### src/rtl/seg_scan_driver.sv
`default_nettype none
// ============================================================================
// Module   : seg_scan_driver
// Purpose  : Multiplexed seven-segment driver. It scans NUM_DIGITS hex
//            digits onto one segment bus and drives one anode per digit.
//            Digit loads are double-buffered and swapped in on frame wrap.
//            Supports per-digit DP and blanking, and leading-zero
//            suppression.
// Revision : 1.0 - initial release
// ============================================================================
module seg_scan_driver #(
  parameter int NUM_DIGITS     = 4,
  parameter int REFRESH_DIV    = 100000,
  parameter bit SEG_ACTIVE_LOW = 1'b0,
  parameter bit AN_ACTIVE_LOW  = 1'b0,
  localparam int c_idx_w = (NUM_DIGITS > 1) ? $clog2(NUM_DIGITS) : 1
) (
  input  logic                    clk,
  input  logic                    rst_n,
  input  logic [4*NUM_DIGITS-1:0] digits_in,
  input  logic [NUM_DIGITS-1:0]   dp_in,
  input  logic [NUM_DIGITS-1:0]   blank_in,
  input  logic                    lz_en,
  input  logic                    load,
  output logic [6:0]              seg,
  output logic                    dp,
  output logic [NUM_DIGITS-1:0]   an,
  output logic [c_idx_w-1:0]      digit_idx,
  output logic                    frame_tick
);

  localparam int                    c_cnt_w    = (REFRESH_DIV > 1) ? $clog2(REFRESH_DIV) : 1;
  localparam logic [c_cnt_w-1:0]    c_cnt_last = c_cnt_w'(REFRESH_DIV - 1);
  localparam logic [c_idx_w-1:0]    c_idx_last = c_idx_w'(NUM_DIGITS - 1);
  localparam logic [6:0]            c_seg_pol  = SEG_ACTIVE_LOW ? 7'h7F : 7'h00;
  localparam logic [NUM_DIGITS-1:0] c_an_pol   = AN_ACTIVE_LOW ? {NUM_DIGITS{1'b1}} : {NUM_DIGITS{1'b0}};

  logic [c_cnt_w-1:0]      r_cnt;
  logic [c_idx_w-1:0]      r_idx;
  logic                    r_frame_tick;
  logic [4*NUM_DIGITS-1:0] r_sh_digits;
  logic [NUM_DIGITS-1:0]   r_sh_dp;
  logic [NUM_DIGITS-1:0]   r_sh_blank;
  logic                    r_pending;
  logic [4*NUM_DIGITS-1:0] r_act_digits;
  logic [NUM_DIGITS-1:0]   r_act_dp;
  logic [NUM_DIGITS-1:0]   r_act_blank;
  logic [6:0]              r_seg;
  logic                    r_dp;
  logic [NUM_DIGITS-1:0]   r_an;

  logic                    w_tc;
  logic                    w_wrap;
  logic [3:0]              w_nib [NUM_DIGITS];
  logic [NUM_DIGITS-1:0]   w_lz;
  logic                    w_zero_run;
  logic                    w_blank;

  // Hex nibble to active-high segment pattern, seg[6]=A .. seg[0]=G.
  function automatic logic [6:0] f_decode(input logic [3:0] nib);
    case (nib)
      4'h0: f_decode = 7'h7E;
      4'h1: f_decode = 7'h30;
      4'h2: f_decode = 7'h6D;
      4'h3: f_decode = 7'h79;
      4'h4: f_decode = 7'h33;
      4'h5: f_decode = 7'h5B;
      4'h6: f_decode = 7'h5F;
      4'h7: f_decode = 7'h70;
      4'h8: f_decode = 7'h7F;
      4'h9: f_decode = 7'h7B;
      4'hA: f_decode = 7'h77;
      4'hB: f_decode = 7'h1F;
      4'hC: f_decode = 7'h4E;
      4'hD: f_decode = 7'h3D;
      4'hE: f_decode = 7'h4F;
      default: f_decode = 7'h47;
    endcase
  endfunction

  assign w_tc   = (r_cnt == c_cnt_last);
  assign w_wrap = w_tc && (r_idx == c_idx_last);

  generate
    for (genvar gi = 0; gi < NUM_DIGITS; gi++) begin : g_nib
      assign w_nib[gi] = r_act_digits[4*gi +: 4];
    end
  endgenerate

  // Leading-zero mask: walk down from the top digit while nibbles stay zero.
  always_comb begin
    w_zero_run = 1'b1;
    w_lz       = '0;
    for (int i = NUM_DIGITS - 1; i >= 0; i--) begin
      w_zero_run = w_zero_run && (w_nib[i] == 4'h0);
      if (i > 0) w_lz[i] = lz_en && w_zero_run;
    end
  end

  assign w_blank = r_act_blank[r_idx] | w_lz[r_idx];

  // Refresh divider, digit scan pointer and frame-wrap pulse.
  always_ff @(posedge clk or negedge rst_n) begin
    if (!rst_n) begin
      r_cnt        <= '0;
      r_idx        <= '0;
      r_frame_tick <= 1'b0;
    end else begin
      r_frame_tick <= w_wrap;
      if (w_tc) begin
        r_cnt <= '0;
        r_idx <= (r_idx == c_idx_last) ? '0 : r_idx + c_idx_w'(1);
      end else begin
        r_cnt <= r_cnt + c_cnt_w'(1);
      end
    end
  end

  // Double buffer: loads land in shadow and are promoted only on frame
  // wrap. A load coinciding with the wrap goes straight to active.
  always_ff @(posedge clk or negedge rst_n) begin
    if (!rst_n) begin
      r_sh_digits  <= '0;
      r_sh_dp      <= '0;
      r_sh_blank   <= '0;
      r_pending    <= 1'b0;
      r_act_digits <= '0;
      r_act_dp     <= '0;
      r_act_blank  <= '0;
    end else if (w_wrap) begin
      r_pending <= 1'b0;
      if (load) begin
        r_act_digits <= digits_in;
        r_act_dp     <= dp_in;
        r_act_blank  <= blank_in;
      end else if (r_pending) begin
        r_act_digits <= r_sh_digits;
        r_act_dp     <= r_sh_dp;
        r_act_blank  <= r_sh_blank;
      end
    end else if (load) begin
      r_sh_digits <= digits_in;
      r_sh_dp     <= dp_in;
      r_sh_blank  <= blank_in;
      r_pending   <= 1'b1;
    end
  end

  // Registered display outputs for the digit currently selected.
  always_ff @(posedge clk or negedge rst_n) begin
    if (!rst_n) begin
      r_seg <= '0;
      r_dp  <= 1'b0;
      r_an  <= '0;
    end else begin
      r_seg <= w_blank ? 7'h00 : f_decode(w_nib[r_idx]);
      r_dp  <= !w_blank && r_act_dp[r_idx];
      r_an  <= w_blank ? '0 : (NUM_DIGITS'(1) << r_idx);
    end
  end

  assign seg        = r_seg ^ c_seg_pol;
  assign dp         = r_dp ^ SEG_ACTIVE_LOW;
  assign an         = r_an ^ c_an_pol;
  assign digit_idx  = r_idx;
  assign frame_tick = r_frame_tick;

endmodule
`default_nettype wire
### config.mk
export PLATFORM = sky130hd
export DESIGN_NAME = seg_scan_driver
export DESIGN_NICKNAME = d
export VERILOG_FILES = /design/src/rtl/seg_scan_driver.sv
export SDC_FILE = /design/constraint.sdc
export NUM_CORES = 1
export LEC_CHECK = 0
export BUFFER_PORTS_ARGS = -buffer_cell sky130_fd_sc_hd__buf_4
export CORE_ASPECT_RATIO = 0.8
export CORE_UTILIZATION = 55
export CTS_CLUSTER_DIAMETER = 120
export DETAILED_ROUTE_END_ITERATION = 8
export GPL_TIMING_DRIVEN = 0
export PLACE_DENSITY = 0.76
export RECOVER_POWER = 50
export SLEW_MARGIN = 20
export SYNTH_ARGS = -nofsm -noshare
export SYNTH_HDL_FRONTEND = slang
export SYNTH_SLANG_ARGS = --single-unit
### constraint.sdc
create_clock -name clk -period 4.12 [get_ports clk]
set_clock_uncertainty 0.1 [all_clocks]
set_input_delay 0.412 -clock clk [delete_from_list [all_inputs] [get_ports clk]]
set_output_delay 0.412 -clock clk [all_outputs]
set_load 0.005 [all_outputs]
==> summary.md, run 1 <==
| Metric | Value |
|---|---|
| Drt pass-1 iters | `8` |
| Proportion of layout cells with a drive suffix above 1 | `24.29%` |
| Fin crit period | `2.740 ns` |
| Placement Rows | `27` |
| Vias | `2835` |
| Clock Latency Late Sink | `0.35 ns` |
| R2r setup slk | `1.38 ns` |
| Syn Inst Count | `367` |
| Final TNS setup | `0 ns` |
| Warnings from Yosys | `0` |
| # diodes | `0` |
| Residual DRC | `1` |
| Failing checks | `DRC, capacitance limit, slew limit` |
| Seq/Total Area, Yosys | `49.50%` |
| Crit path arrival time | `2.87 ns` |
| GRT Total Usage | `24.07%` |
| Final worst setup slack | `1.380 ns` |
| Number of I/O port buffers | `41` |
| RSZ-0062 raised after global routing | `false` |
| Crit end category | `register` |
| Design area | `0.004732 mm2` |
| I/O pin count | `43` |
| Vias in the first global route | `2858` |
| Post_cts resized | `0` |
| Leak Pwr | `2.171 nW` |
| First-pass GRT wire length | `14410 um` |
| Worst Hold Margin | `0.1957 ns` |
| Critical Path Source Type | `register` |
| CTS H-tree depth | `3` |
| Status | `finished, violations left` |
| Via/cell ratio | `5.548` |
| Post-Layout Cell Count | `511` |
| Reg2Reg Depth | `9` |
| Maxcap violations | `1` |
| Clock-pin slew on the worst setup and hold paths | `0.08 ns` |
| Die Y-Extent | `79.18 um` |
| DIE WIDTH | `98.48 um` |
| Syn_nets | `406` |
| Hold_buf cts | `0` |
| Die area | `0.007797 mm2` |
| Setup CP Type | `reg2reg` |
| Power per cell area | `362.0 mW/mm2` |
| Placed Cells | `495` |
| Drt wl/cell | `16.27 um` |
| Routed Antenna Nets | `0` |
| Hold depth | `2` |
| DP HPWL | `5853 um` |
| # fillers | `543` |
| Final setup vio count | `0` |
| Final GP Congestion | `0.8537` |
| Clock sink count | `81` |
| Max-slew violations | `82` |
| First DRT Iteration DRCs | `204` |
| VDD IR max | `198.4 uV` |
| Mapped Area | `0.004095 mm2` |
| Yosys reg bits | `81` |
| Antenna violations before repair | `0` |
| Period utilization | `66.51%` |
| Max-slew headroom | `-31.52%` |
| Total CTS buffers | `9` |
| DRT Wirelength | `8313 um` |
| CTS tree | `yes` |
| Netlist cell types | `45` |
| Mean Syn Cell Area | `11.16 um2` |
| Crit path max fanout | `10` |
| Pin count of the biggest net entering global routing | `82` |
| Clk buf depth | `2` |
| Hold Path Class | `in2reg` |
| EDFF count, synth | `0` |
| Ys flop type | `dfrtp_1` |
| Placed inst area | `0.004512 mm2` |
| Final Hold Vio Count | `0` |
| Ys async rst share | `100.0%` |
| Fin nets | `458` |
| Post-CTS setup buffers | `0` |
| Clock root cell | `clkbuf_8` |
| Slew @ Worst Pin | `1.973 ns` |
| Global route overflow | `0` |
| Fmax | `364.9 MHz` |
| Place WS | `1.414 ns` |
| Layout overhead on the synthesized area | `15.55%` |
| CORE AREA | `0.007027 mm2` |
| Initial Utilization | `58.28%` |
| Worst Path Required | `4.25 ns` |
[Yosys cell counts (2+ instances only)]
cell	n	area, um2
nand4_1	3	18.77
clkbuf_1	13	48.80
o22a_1	19	166.4
a31o_2	2	17.52
nand3_1	12	60.06
a211oi_1	2	15.01
mux2_4	20	300.3
mux2_2	5	56.30
nand2_1	15	56.30
dfrtp_1	81	2027
xor2_1	6	52.55
xnor2_1	9	78.83
nor3_1	7	35.03
or2_2	4	25.02
buf_12	2	40.04
nor4_1	5	31.28
mux4_2	7	157.7
o22ai_1	4	25.02
nor2_1	32	120.1
nor3b_1	19	142.6
ha_1	11	137.6
inv_1	32	120.1
buf_2	3	15.01
a21oi_1	29	145.1
buf_4	2	15.01
o21ai_0	4	20.02
[through the flow]
stage | util, % | total power (W)
2_1_floorplan | - | 0.001001
3_3_place_gp | 64.21 | 0.001076
3_5_place_dp | 64.21 | 0.001082
4_1_cts | 67.38 | 0.001727
5_1_grt | 67.34 | 0.001788
6_report | 67.34 | 0.001713
[metal layers]
layer / GRT usage (%) / wire length [um] / part of all wire [%] / vias to the layer above
li1: - / - / - / 1378
met1: 35.68 / 4233 / 51 / 1371
met2: 35.21 / 3606 / 43 / 77
met3: 6.602 / 388 / 4.7 / 9
met4: 5.672 / 85 / 1.0 / 0
met5: 0 / 0 / 0 / -
[final cells by class]
type | count | area [um2] | share of cell area [%]
Buffer | 22 | 133.9 | 2.829
Clock buffer | 14 | 162.7 | 3.437
Clock inverter | 2 | 60.06 | 1.269
Inverter | 32 | 120.1 | 2.538
Multi-Input combinational cell | 232 | 1814 | 38.34
Sequential cell | 81 | 2027 | 42.83
Tap cell | 87 | 108.9 | 2.300
Timing Repair Buffer | 41 | 305.3 | 6.452
[path summary, 6_finish.rpt]
path / start / to
hold / removal: digits_in[4] / r_sh_digits[4]
hold reg to reg: r_cnt[4] / r_cnt[4]
min in group asynchronous: rst_n / r_cnt[4]
setup reg to reg: r_cnt[0] / r_sh_digits[7]
max in group asynchronous: rst_n / r_cnt[6]
setup / recovery: r_cnt[0] / r_sh_digits[7]
[sequential cells by signal, indices dropped and copies added, names as in the netlist, 2 cells and up]
name and flops:
r_act_dp 4, r_act_blank 4, r_act_digits 16, r_sh_dp 4, r_sh_digits 16, r_cnt 17
r_sh_blank 4, seg 7, an 4, digit_idx 2
[report_power, final]
group	total (W)	switching [W]	internal [W]
Sequential	0.000871	0.0000286	0.000842
Combinational	0.000196	0.0000889	0.000108
Clock	0.000646	0.000270	0.000376
[logic make-up (layout without fill, tap and decap cells)]
logic type | count (synthesis) | count (layout) | synth area share [%]
AOI/OAI and AO/OA | 63 | 63 | 10.11
and+or+nand+nor | 110 | 110 | 14.82
muxes | 33 | 33 | 12.80
buffers and inverters | 54 | 111 | 6.202
adders and majority gates | 11 | 11 | 3.361
xor gates and xnor gates | 15 | 15 | 3.208
DFF | 81 | 81 | 49.50
[critical path, stage by stage, from the launching register on]
cell,delay [ns]
dfrtp_1,0.41
ha_1,0.23
and4_1,0.20
clkbuf_1,0.29
nand2_1,0.12
or4b_1,0.53
buf_6,0.17
nand2_8,0.11
buf_12,0.16
mux2_4,0.30
[cells in the final DEF, fill, tap and decap left out, types with 12 or more instances in the layout]
cell      instances
a21oi_1          29
nor3b_1          19
dfrtp_1          81
clkbuf_1         16
nand2_1          15
buf_4            37
inv_1            32
o22a_1           19
mux2_4           20
nor2_1           32
nand3_1          12
(Power assumes the default switching activity.)
==> run 2, diff against run 1 <==
ABC_AREA = 1   (was unset)
CORE_UTILIZATION = 54   (was 55)
PLACE_DENSITY = 0.78   (was 0.76)
clock period = 2.4 ns   (was 4.12 ns; I/O delays follow)
==> run 2 against run 1 <==
The flow finishes with violations (DRC). First-iteration DRC count increased by 18%. Final area increased by 6.7%. Total power is 52% higher. Sequential cell count is the same. Largest power group unchanged.
==> summary.md, run 2 <==
| Metric | Value |
|---|---|
| Netlist cell types | `28 (was 45)` |
| DRT Wirelength | `9311 um (was 8313 um)` |
| Mean Syn Cell Area | `7.731 um2 (was 11.16 um2)` |
| Via/cell ratio | `5.094 (was 5.548)` |
| Mapped Area | `0.004414 mm2 (was 0.004095 mm2)` |
| Final TNS setup | `0 ns (unchanged)` |
| Drt pass-1 iters | `6 (was 8)` |
| Clock Latency Late Sink | `0.36 ns (was 0.35 ns)` |
| Total CTS buffers | `9 (unchanged)` |
| First-pass GRT wire length | `16480 um (was 14410 um)` |
| Layout overhead on the synthesized area | `14.37% (was 15.55%)` |
| DIE WIDTH | `103.1 um (was 98.48 um)` |
| Syn_nets | `610 (was 406)` |
| Most common cell in the netlist | `nand2_1 (was dfrtp_1)` |
| EDFF count, synth | `0 (unchanged)` |
| First DRT Iteration DRCs | `240 (was 204)` |
| Top reg by flops | `r_cnt (unchanged)` |
| Final Hold Vio Count | `0 (unchanged)` |
| Worst Path Required | `2.58 ns (was 4.25 ns)` |
| Slew @ Worst Pin | `1.084 ns (was 1.973 ns)` |
| Most frequent CP cell | `nand2_1` |
| Die area | `0.008542 mm2 (was 0.007797 mm2)` |
| Place WS | `0.3125 ns (was 1.414 ns)` |
| Status | `finished, violations left (unchanged)` |
| Mux contribution to synthesized area | `5.442% (was 12.80%)` |
| VDD IR max | `343.6 uV (was 198.4 uV)` |
| Critical Path Source Type | `register (unchanged)` |
| Most common cell after layout, fill and taps aside | `nand2_1 (was dfrtp_1)` |
| Max-slew headroom | `27.71% (was -31.52%)` |
| Top flop regs | `r_cnt: 17 flops, r_act_digits: 16 flops, r_sh_digits: 16 flops (unchanged)` |
| Main combinational cell family by area after synthesis | `simple AND/OR/NAND/NOR gates (unchanged)` |
| DP HPWL | `6715 um (was 5853 um)` |
| Fin crit period | `2.140 ns (was 2.740 ns)` |
| Top cells by area, synth | `dfrtp_1, nand2_1, inv_1 (was dfrtp_1, mux2_4, o22a_1)` |
| CORE AREA | `0.007910 mm2 (was 0.007027 mm2)` |
| Grt met2 use | `39.09% (was 35.21%)` |
| Worst Hold Margin | `0.02131 ns (was 0.1957 ns)` |
| Synth Area in Adders | `3.118% (was 3.361%)` |
| Clk buf depth | `2 (unchanged)` |
| CP bufs+invs | `5 (was 3)` |
| CTS tree | `yes (unchanged)` |
| Simple-gate area share of the yosys netlist | `31.12% (was 14.82%)` |
| Most used routing layer | `met2 (was met1)` |
| CTS H-tree depth | `3 (unchanged)` |
| Warnings from Yosys | `0 (unchanged)` |
| Fmax | `467.4 MHz (was 364.9 MHz)` |
| Vias | `3754 (was 2835)` |
| Fin nets | `663 (was 458)` |
| Placement Rows | `29 (was 27)` |
| Biggest area consumer among synthesized cells | `dfrtp_1 (unchanged)` |
| Seq/Total Area, Yosys | `45.92% (was 49.50%)` |
| Most frequent cells in the layout | `nand2_1, inv_1, dfrtp_1 (was dfrtp_1, buf_4, inv_1, nor2_1, a21oi_1)` |
| Die Y-Extent | `82.87 um (was 79.18 um)` |
| # diodes | `0 (unchanged)` |
| Number of I/O port buffers | `41 (unchanged)` |
| I/O pin count | `43 (unchanged)` |
| Post-CTS setup buffers | `0 (unchanged)` |
| Final worst setup slack | `0.2603 ns (was 1.380 ns)` |
| Post-synthesis xor/xnor area fraction | `0.7937% (was 3.208%)` |
| Vias in the first global route | `3681 (was 2858)` |
| Complex-gate fraction of the synthesized area | `2.920% (was 10.11%)` |
| Max incr delay on CP | `0.44 ns (was 0.53 ns)` |
| Clock sink count | `81 (unchanged)` |
| Period utilization | `89.15% (was 66.51%)` |
| Share of Yosys cell area claimed by the top area cell type | `45.92% (was 49.50%)` |
| GRT Total Usage | `24.51% (was 24.07%)` |
| Commonest cells in the netlist | `nand2_1, inv_1, dfrtp_1 (was dfrtp_1, inv_1, nor2_1)` |
| Maxcap violations | `0 (was 1)` |
| Slowest CP cell | `dfrtp_1 (was or4b_1)` |
| Placed inst area | `0.004857 mm2 (was 0.004512 mm2)` |
| Largest register FFs | `17 (unchanged)` |
| Ys flop type | `dfrtp_1 (unchanged)` |
| Crit end category | `register (unchanged)` |
| Leak Pwr | `2.771 nW (was 2.171 nW)` |
| Setup CP Type | `reg2reg (unchanged)` |
| M3 GR Usage | `5.892% (was 6.602%)` |
| Crit path max-delay family | `simple AND/OR/NAND/NOR gates (unchanged)` |
| Ys async rst share | `100.0% (unchanged)` |
| Final GP Congestion | `0.9474 (was 0.8537)` |
| Power per cell area | `514.4 mW/mm2 (was 362.0 mW/mm2)` |
| Design area | `0.005049 mm2 (was 0.004732 mm2)` |
| Hold Path Class | `in2reg (unchanged)` |
| M1 GR Usage | `33.48% (was 35.68%)` |
| Pin count of the biggest net entering global routing | `82 (unchanged)` |
| Failing checks | `DRC (was DRC, capacitance limit, slew limit)` |
| CP cell instances | `buf_4, inv_2, buf_4, nand2_1, nand3_1, nand2_1, inv_1, ha_1, inv_1, nand2_1, nand3_1, nand2_1, nor2_1 (was ha_1, and4_1, clkbuf_1, nand2_1, or4b_1, buf_6, nand2_8, buf_12, mux2_4)` |
| Yosys reg bits | `81 (unchanged)` |
| Clock-pin slew on the worst setup and hold paths | `0.09 ns (was 0.08 ns)` |
| Clock root cell | `clkbuf_8 (unchanged)` |
| Residual DRC | `2 (was 1)` |
| Routed Antenna Nets | `0 (unchanged)` |
| Initial Utilization | `55.81% (was 58.28%)` |
| Max-slew violations | `0 (was 82)` |
| Antenna violations before repair | `0 (unchanged)` |
| Proportion of layout cells with a drive suffix above 1 | `13.04% (was 24.29%)` |
| Crit path arrival time | `2.32 ns (was 2.87 ns)` |
| Crit path max fanout | `11 (was 10)` |
| Final setup vio count | `0 (unchanged)` |
| Syn Inst Count | `571 (was 367)` |
| RSZ-0062 raised after global routing | `false (unchanged)` |
| Global route overflow | `0 (unchanged)` |
| Drt wl/cell | `12.63 um (was 16.27 um)` |
[run 2: where the power goes]
part | total (W) | switching (W) | internal (W)
clock | 0.00101 | 0.000503 | 0.000506
sequential | 0.00142 | 0.0000184 | 0.00140
combinational | 0.000170 | 0.0000953 | 0.0000749
total | 0.00260 | 0.000617 | 0.00198
[run 2: through the flow]
stage,power [W],utilization [%],std cells
finish,0.002597,63.82,737
global route,0.002692,63.82,737
CTS,0.002616,64.01,737
detailed placement,0.001616,61.40,720
global placement,0.001609,61.40,720
floorplan,0.001527,-,571
[run 2: repair_timing]
item,4_1_cts,5_1_grt
resized for setup,0,0
hold buffers,1,0
endpoints found under the hold margin,32,0
[run 2: cells by family after synthesis]
logic type | count (synthesis)
muxes | 24
adders and majority gates | 11
DFF | 81
xor gates and xnor gates | 4
buffers and inverters | 114
AOI/OAI and AO/OA | 25
and+or+nand+nor | 312
[run 2: layer usage]
layer	wire length, um	part of all wire, %
met3	457	4.9
met2	4379	47
met4	106	1.1
met1	4367	47
met5	0	0
[run 2: final timing paths]
kind	startpoint	endpoint	slack [ns]	depth (start not counted)
setup / recovery	digit_idx[0]	seg[6]	0.26	13
setup reg to reg	digit_idx[0]	seg[6]	0.26	13
hold reg to reg	r_cnt[0]	r_cnt[0]	0.37	1
min in group asynchronous	rst_n	r_cnt[11]	0.54	2
max in group asynchronous	rst_n	r_act_digits[15]	0.97	2
hold / removal	digits_in[9]	r_sh_digits[9]	0.02	3
[run 2: worst register-to-register path, stage by stage, from the launching register on]
cell	delay, ns
dfrtp_1	0.44
buf_4	0.20
inv_2	0.05
buf_4	0.17
nand2_1	0.06
nand3_1	0.07
nand2_1	0.21
inv_1	0.13
ha_1	0.25
inv_1	0.08
nand2_1	0.07
nand3_1	0.09
nand2_1	0.05
nor2_1	0.08
[run 2: cell type report]
| type | instances | area [um2] |
|---|---|---|
| Buffer | 25 | 135.1 |
| Clock buffer | 11 | 141.4 |
| Clock inverter | 5 | 55.05 |
| Fill cell | 706 | 2861 |
| Inverter | 89 | 336.6 |
| Multi-Input combinational cell | 376 | 1916 |
| Sequential cell | 81 | 2027 |
| Tap cell | 108 | 135.1 |
| Timing Repair Buffer | 42 | 302.8 |
